File: src/rtl/riscv_pkg.sv
// Shared RV32I definitions for the memory stage: memory-op codes, MEM FSM states,
// and helpers that classify an op by byte count and direction.
package riscv_pkg;

  localparam logic [3:0] MOP_NONE = 4'd0;
  localparam logic [3:0] MOP_LB   = 4'd1;
  localparam logic [3:0] MOP_LH   = 4'd2;
  localparam logic [3:0] MOP_LW   = 4'd3;
  localparam logic [3:0] MOP_LBU  = 4'd4;
  localparam logic [3:0] MOP_LHU  = 4'd5;
  localparam logic [3:0] MOP_SB   = 4'd6;
  localparam logic [3:0] MOP_SH   = 4'd7;
  localparam logic [3:0] MOP_SW   = 4'd8;

  typedef enum logic [1:0] {
    IDLE = 2'd0,
    REQ  = 2'd1,
    RDW  = 2'd2,
    DONE = 2'd3
  } mem_state_e;

  // Zero for NONE and the reserved codes, which makes "is a memory op" a nonzero test.
  function automatic logic [2:0] mop_bytes(input logic [3:0] mop);
    case (mop)
      MOP_LB, MOP_LBU, MOP_SB: mop_bytes = 3'd1;
      MOP_LH, MOP_LHU, MOP_SH: mop_bytes = 3'd2;
      MOP_LW, MOP_SW:          mop_bytes = 3'd4;
      default:                 mop_bytes = 3'd0;
    endcase
  endfunction

  function automatic logic mop_is_store(input logic [3:0] mop);
    mop_is_store = (mop == MOP_SB) || (mop == MOP_SH) || (mop == MOP_SW);
  endfunction

endpackage

File: src/rtl/mem_ldext.sv
// Load-result extension: picks the loaded width out of the assembled word and
// sign- or zero-extends it to 32 bits.
module mem_ldext (
  input  logic [3:0]  mop,
  input  logic [31:0] word,
  output logic [31:0] result
);
  import riscv_pkg::*;

  always_comb begin
    case (mop)
      MOP_LB:  result = {{24{word[7]}}, word[7:0]};
      MOP_LH:  result = {{16{word[15]}}, word[15:0]};
      MOP_LBU: result = {24'b0, word[7:0]};
      MOP_LHU: result = {16'b0, word[15:0]};
      default: result = word;
    endcase
  end

endmodule

File: src/rtl/mem_stage.sv
// RV32I memory stage: pass-through for non-memory ops, byte-serial load/store FSM otherwise.
// Optional alignment trap enabled by defining MEM_ALIGN_CHECK_EN (adds the misalign port).
module mem_stage (
  input  logic        clk,
  input  logic        rst,
  input  logic [4:0]  mm_wa,
  input  logic        mm_we,
  input  logic [31:0] mm_wn,
  input  logic [3:0]  mm_mop,
  input  logic [31:0] mm_sd,
  output logic [4:0]  wb_wa,
  output logic        wb_we,
  output logic [31:0] wb_wn,
  output logic        stall_req,
  output logic        mem_req,
  output logic        mem_wr,
  output logic [31:0] mem_a,
  output logic [7:0]  mem_dout,
  input  logic        mem_gnt,
  input  logic [7:0]  mem_din
`ifdef MEM_ALIGN_CHECK_EN
  ,
  output logic        misalign
`endif
);
  import riscv_pkg::*;

  mem_state_e  state_q, state_d;
  logic [1:0]  k_q, k_d;
  logic [31:0] asm_q, asm_d;
  logic [2:0]  nbytes;
  logic        is_mem, is_store, last, bad_align;
  logic [31:0] ld_val;

  assign nbytes   = mop_bytes(mm_mop);
  assign is_mem   = (nbytes != 3'd0);
  assign is_store = mop_is_store(mm_mop);
  assign last     = ({1'b0, k_q} == (nbytes - 3'd1));

`ifdef MEM_ALIGN_CHECK_EN
  assign bad_align = ((nbytes == 3'd2) && mm_wn[0]) ||
                     ((nbytes == 3'd4) && (mm_wn[1:0] != 2'b00));
`else
  assign bad_align = 1'b0;
`endif

  mem_ldext u_ldext (
    .mop    (mm_mop),
    .word   (asm_q),
    .result (ld_val)
  );

  always_ff @(posedge clk) begin
    if (rst) begin
      state_q <= IDLE;
      k_q     <= 2'd0;
      asm_q   <= 32'd0;
    end else begin
      state_q <= state_d;
      k_q     <= k_d;
      asm_q   <= asm_d;
    end
  end

  always_comb begin
    state_d   = state_q;
    k_d       = k_q;
    asm_d     = asm_q;
    wb_wa     = mm_wa;
    wb_we     = mm_we;
    wb_wn     = mm_wn;
    stall_req = 1'b0;
    mem_req   = 1'b0;
    mem_wr    = is_store;
    mem_a     = mm_wn + {30'b0, k_q};
    mem_dout  = mm_sd[{k_q, 3'b000} +: 8];
`ifdef MEM_ALIGN_CHECK_EN
    misalign  = 1'b0;
`endif

    case (state_q)
      IDLE: begin
        k_d   = 2'd0;
        asm_d = 32'd0;
        if (is_mem) begin
          stall_req = 1'b1;
          wb_we     = 1'b0;
          state_d   = bad_align ? DONE : REQ;
        end
      end
      REQ: begin
        stall_req = 1'b1;
        wb_we     = 1'b0;
        mem_req   = 1'b1;
        if (mem_gnt) begin
          if (is_store) begin
            k_d     = k_q + 2'd1;
            state_d = last ? DONE : REQ;
          end else begin
            state_d = RDW;
          end
        end
      end
      RDW: begin
        stall_req = 1'b1;
        wb_we     = 1'b0;
        asm_d[{k_q, 3'b000} +: 8] = mem_din;
        k_d       = k_q + 2'd1;
        state_d   = last ? DONE : REQ;
      end
      DONE: begin
        state_d = IDLE;
        // The op retires here; mm_* is still held, so misalignment is re-derived rather than stored.
        if (is_store || bad_align) begin
          wb_we = 1'b0;
        end else begin
          wb_wn = ld_val;
        end
`ifdef MEM_ALIGN_CHECK_EN
        misalign = bad_align;
`endif
      end
      default: state_d = IDLE;
    endcase

    if (rst) begin
      wb_wa     = 5'd0;
      wb_we     = 1'b0;
      wb_wn     = 32'd0;
      stall_req = 1'b0;
      mem_req   = 1'b0;
      mem_wr    = 1'b0;
      mem_a     = 32'd0;
      mem_dout  = 8'd0;
`ifdef MEM_ALIGN_CHECK_EN
      misalign  = 1'b0;
`endif
    end
  end

endmodule

File: config.mk
export PLATFORM = sky130hd
export DESIGN_NAME = mem_stage
export DESIGN_NICKNAME = d
export VERILOG_FILES = /design/src/rtl/riscv_pkg.sv /design/src/rtl/mem_ldext.sv /design/src/rtl/mem_stage.sv
export SDC_FILE = /design/constraint.sdc
export NUM_CORES = 1
export LEC_CHECK = 0
export BUFFER_PORTS_ARGS = -buffer_cell sky130_fd_sc_hd__buf_2
export CAP_MARGIN = 20
export CELL_PAD_IN_SITES_DETAIL_PLACEMENT = 1
export CELL_PAD_IN_SITES_GLOBAL_PLACEMENT = 1
export CORE_MARGIN = 8
export CORE_UTILIZATION = 30
export CTS_BUF_LIST = sky130_fd_sc_hd__clkbuf_4
export CTS_CLUSTER_DIAMETER = 150
export DETAILED_ROUTE_END_ITERATION = 8
export GPL_TIMING_DRIVEN = 1
export PLACE_DENSITY_LB_ADDON = 0.1
export SETUP_SLACK_MARGIN = 0.15
export SLEW_MARGIN = 20
export SYNTH_ARGS = -nofsm -noshare
export SYNTH_HDL_FRONTEND = slang
export SYNTH_SLANG_ARGS = --single-unit
File: constraint.sdc
create_clock -name clk -period 2.6 [get_ports clk]
set_clock_uncertainty 0.15 [all_clocks]
set_input_delay 0.26 -clock clk [delete_from_list [all_inputs] [get_ports clk]]
set_output_delay 0.26 -clock clk [all_outputs]
set_load 0.02 [all_outputs]
==> results by group <==
Outcome
  – Status: finished, violations left
  – Failing checks: setup timing

Finish
  – Share of layout cells above drive strength 1: 45.38%
  – Final Instance Area: 0.005184 mm²
  – Fillcell total: 1417
  – Layout area overhead: 52.26%
  – Final std cells w/o fill: 794
  – Final net count: 748

Placed design
  – Port Buffers: 165
  – Cell Area, Placed: 0.004628 mm²
  – Routability cong.: 0.7912
  – Dpl cells: 773
  – Setup Slack @ Placement: -0.1020 ns
  – Dpl hpwl: 11.87 mm

Synthesis
  – Syn Nets: 571
  – Yosys top cell by area: dfxtp_1
  – Mapped Cells: 472
  – Synthesized flop and latch total: 36
  – Top cells by area, synth: dfxtp_1 21%, nor2_1 7.9%, a22oi_1 7.1%
  – YS warnings: 0
  – Synth unique cells: 48
  – Asr flop ratio synth: 0%
  – Syn Area/Cell: 7.213 µm²
  – Most frequent cell after synthesis: nor2_1
  – Post-Synthesis Cell Area: 0.003405 mm²
  – Synth top cells by count: 72 x nor2_1, 55 x nand2_1, 39 x a21oi_1
  – Post-synth EDFFs: 0
  – Prevailing post-synth register cell: dfxtp_1
  – Share of Yosys cell area claimed by the top area cell type: 21.17%
  – Sequential share of the synthesized area: 21.17%

STA
  – Slew Viols, Final: 0
  – Period utilization: 109.3%
  – Peak Freq: 351.9 MHz
  – Setup-failing EPs final: 23
  – RSZ-0062 raised after global routing: true
  – Normalized max-slew margin: 54.02%
  – Setup WS post-layout: -0.2418 ns
  – Tmin final: 2.842 ns
  – Hold Violations, Final: 0
  – Actual slew at the worst max-slew pin: 0.6897 ns

Worst setup path
  – CP cell instances: ha_4, a21oi_4, or4b_4, or4_4, a21oi_2, buf_6
  – R2r setup slk: 0.50 ns
  – Critical path capture point type: output port
  – WS Path Type: reg -> out
  – WP data required: 2.19 ns
  – CP arrival: 2.43 ns
  – Crit Path Max Fanout: 6
  – CP max stage delay: 0.58 ns
  – Crit start category: flop
  – CP max stage cell: or4b_4

Global routing
  – Number of antenna violations at the first check in global routing: 0
  – Vias in the first global route: 4544
  – Largest net degree at the start of global routing: 54
  – First-pass GRT wire length: 24.28 mm
  – Total GRT Usage: 20.00%
  – Overflow after GRT: 0

Floorplan
  – Initial Utilization: 30.33%
  – Die W: 122.5 µm
  – Std-Cell Rows: 39
  – Core ar.: 0.01122 mm²
  – I/O pins: 166
  – Die Footprint: 0.01501 mm²
  – Die height: 122.5 µm

Worst hold path
  – Min-delay worst type: in -> reg

Clocking
  – CTS tree: built
  – Root Driver: clkbuf_4
  – Num CTS Buffers: 5
  – Clock Latency Late Sink: 0.35 ns
  – # clock sinks: 36
  – Reg clk slew, reported paths: 0.12 ns
  – Maximum clock path buffer count: 2
  – H-tree Lvls: 2

Pwr
  – VDD IR max: 0.0002759 V
  – Leak: 0.002106 µW
  – Power density over cell area: 363.7 mW/mm²
  – Tot Pwr: 1885 µW

Flow run
  – Max cap viols: 0

Route
  – Initial detailed-routing violation count: 248
  – DR WL/cell: 19.35 µm
  – Routed wire length: 15.36 mm
  – Via Count: 4337
  – Drt pass-1 iters: 4
  – Vias per cell: 5.462
  – DR DRC count: 0
  – DRT antenna net count: 0
-- final cells by class --
cell class	instances	area (µm²)	area share [%]
Multi-Input combinational cell	392	2863	55.23
Clock buffer	5	37.54	0.7241
Inverter	10	37.54	0.7241
Clock inverter	3	46.29	0.8931
Antenna cell	1	2.502	0.04827
Sequential cell	36	732.0	14.12
Tap cell	143	178.9	3.452
Timing Repair Buffer	204	1286	24.81
-- through the flow --
stage / util (%) / TNS [ns] / hold WS (ns)
after floorplan: - / 0 / 0.2708
after global placement: 41.24 / -0.1799 / 0.3295
after detailed placement: 41.24 / -0.5597 / 0.3400
after CTS: 45.38 / -3.771 / 0.06714
after global routing: 46.17 / -5.357 / 0.07560
final: 46.19 / -3.356 / 0.08550
-- path summary, 6_finish.rpt --
kind,startpoint,endpoint,cells after the start
setup reg to reg,k_q[0],asm_q[27],7
setup / recovery,k_q[1],mem_a[17],6
hold / removal,mem_din[6],asm_q[6],3
hold reg to reg,asm_q[3],asm_q[3],2
-- registers in the layout, indices dropped and copies added (netlist names) --
register  flops
k_q           2
state_q       2
asm_q        32
-- repair_timing --
| item | in CTS | in global routing |
|---|---|---|
| buffers inserted | 9 | 1 |
| hold buffers | 0 | 0 |
| cloned | 2 | 0 |
| gates resized for setup | 74 | 21 |
| endpoints found under the setup margin | 30 | 41 |
| pin swaps | 25 | 8 |
-- critical path: cells and delay by family, from the launching register on --
family,cells,cell delay [ns]
AND/OR/NAND/NOR,2,1.08
flip-flops,1,0.37
adder cells (fa/ha/maj),1,0.27
AO/OA/AOI/OAI,2,0.25
buffers and inverters,1,0.13
-- power by group --
part / switching, µW / leakage (µW) / internal, µW / total, µW
registers: 13.4 / 0.000293 / 565 / 578
clock network: 209 / 0.0000418 / 205 / 415
logic: 538 / 0.00177 / 354 / 892
-- cells in the final DEF (no fill, tap or decap), drive strengths merged, types with 2 or more instances in the layout --
cell type,n
a21o,2
and2,2
nand2b,4
nand4,9
nand3b,4
nand3,12
and3,2
mux2,2
a21oi,39
xor2,5
ha,13
a221oi,3
a22oi,32
and4,8
or4,14
or3,6
or3b,2
clkbuf,5
dfxtp,36
nor3,6
nand2,55
a211oi,20
nor2,72
inv,11
nor2b,20
o31ai,14
buf,204
xnor2,7
mux4,8
or4b,3
mux2i,5
o21ai,10
-- cell families (layout without fill, tap and decap cells) --
logic type / Yosys count / count (layout) / share of synthesized area [%]
fa+ha+maj: 14 / 14 / 5.366
buf+inv: 46 / 222 / 5.366
other cells: 0 / 1 / 0
mux: 15 / 15 / 7.424
simple gates: 222 / 224 / 32.93
compound gates: 127 / 127 / 24.66
flops: 36 / 36 / 21.17
xor+xnor: 12 / 12 / 3.087
-- routing by layer --
layer / GRT usage, % / wire length [µm]
met5: 0 / 0
met1: 26.39 / 7059
met4: 4.341 / 114
met3: 4.600 / 1024
met2: 32.56 / 7163
No activity file was read; power rests on OpenSTA's default activity.
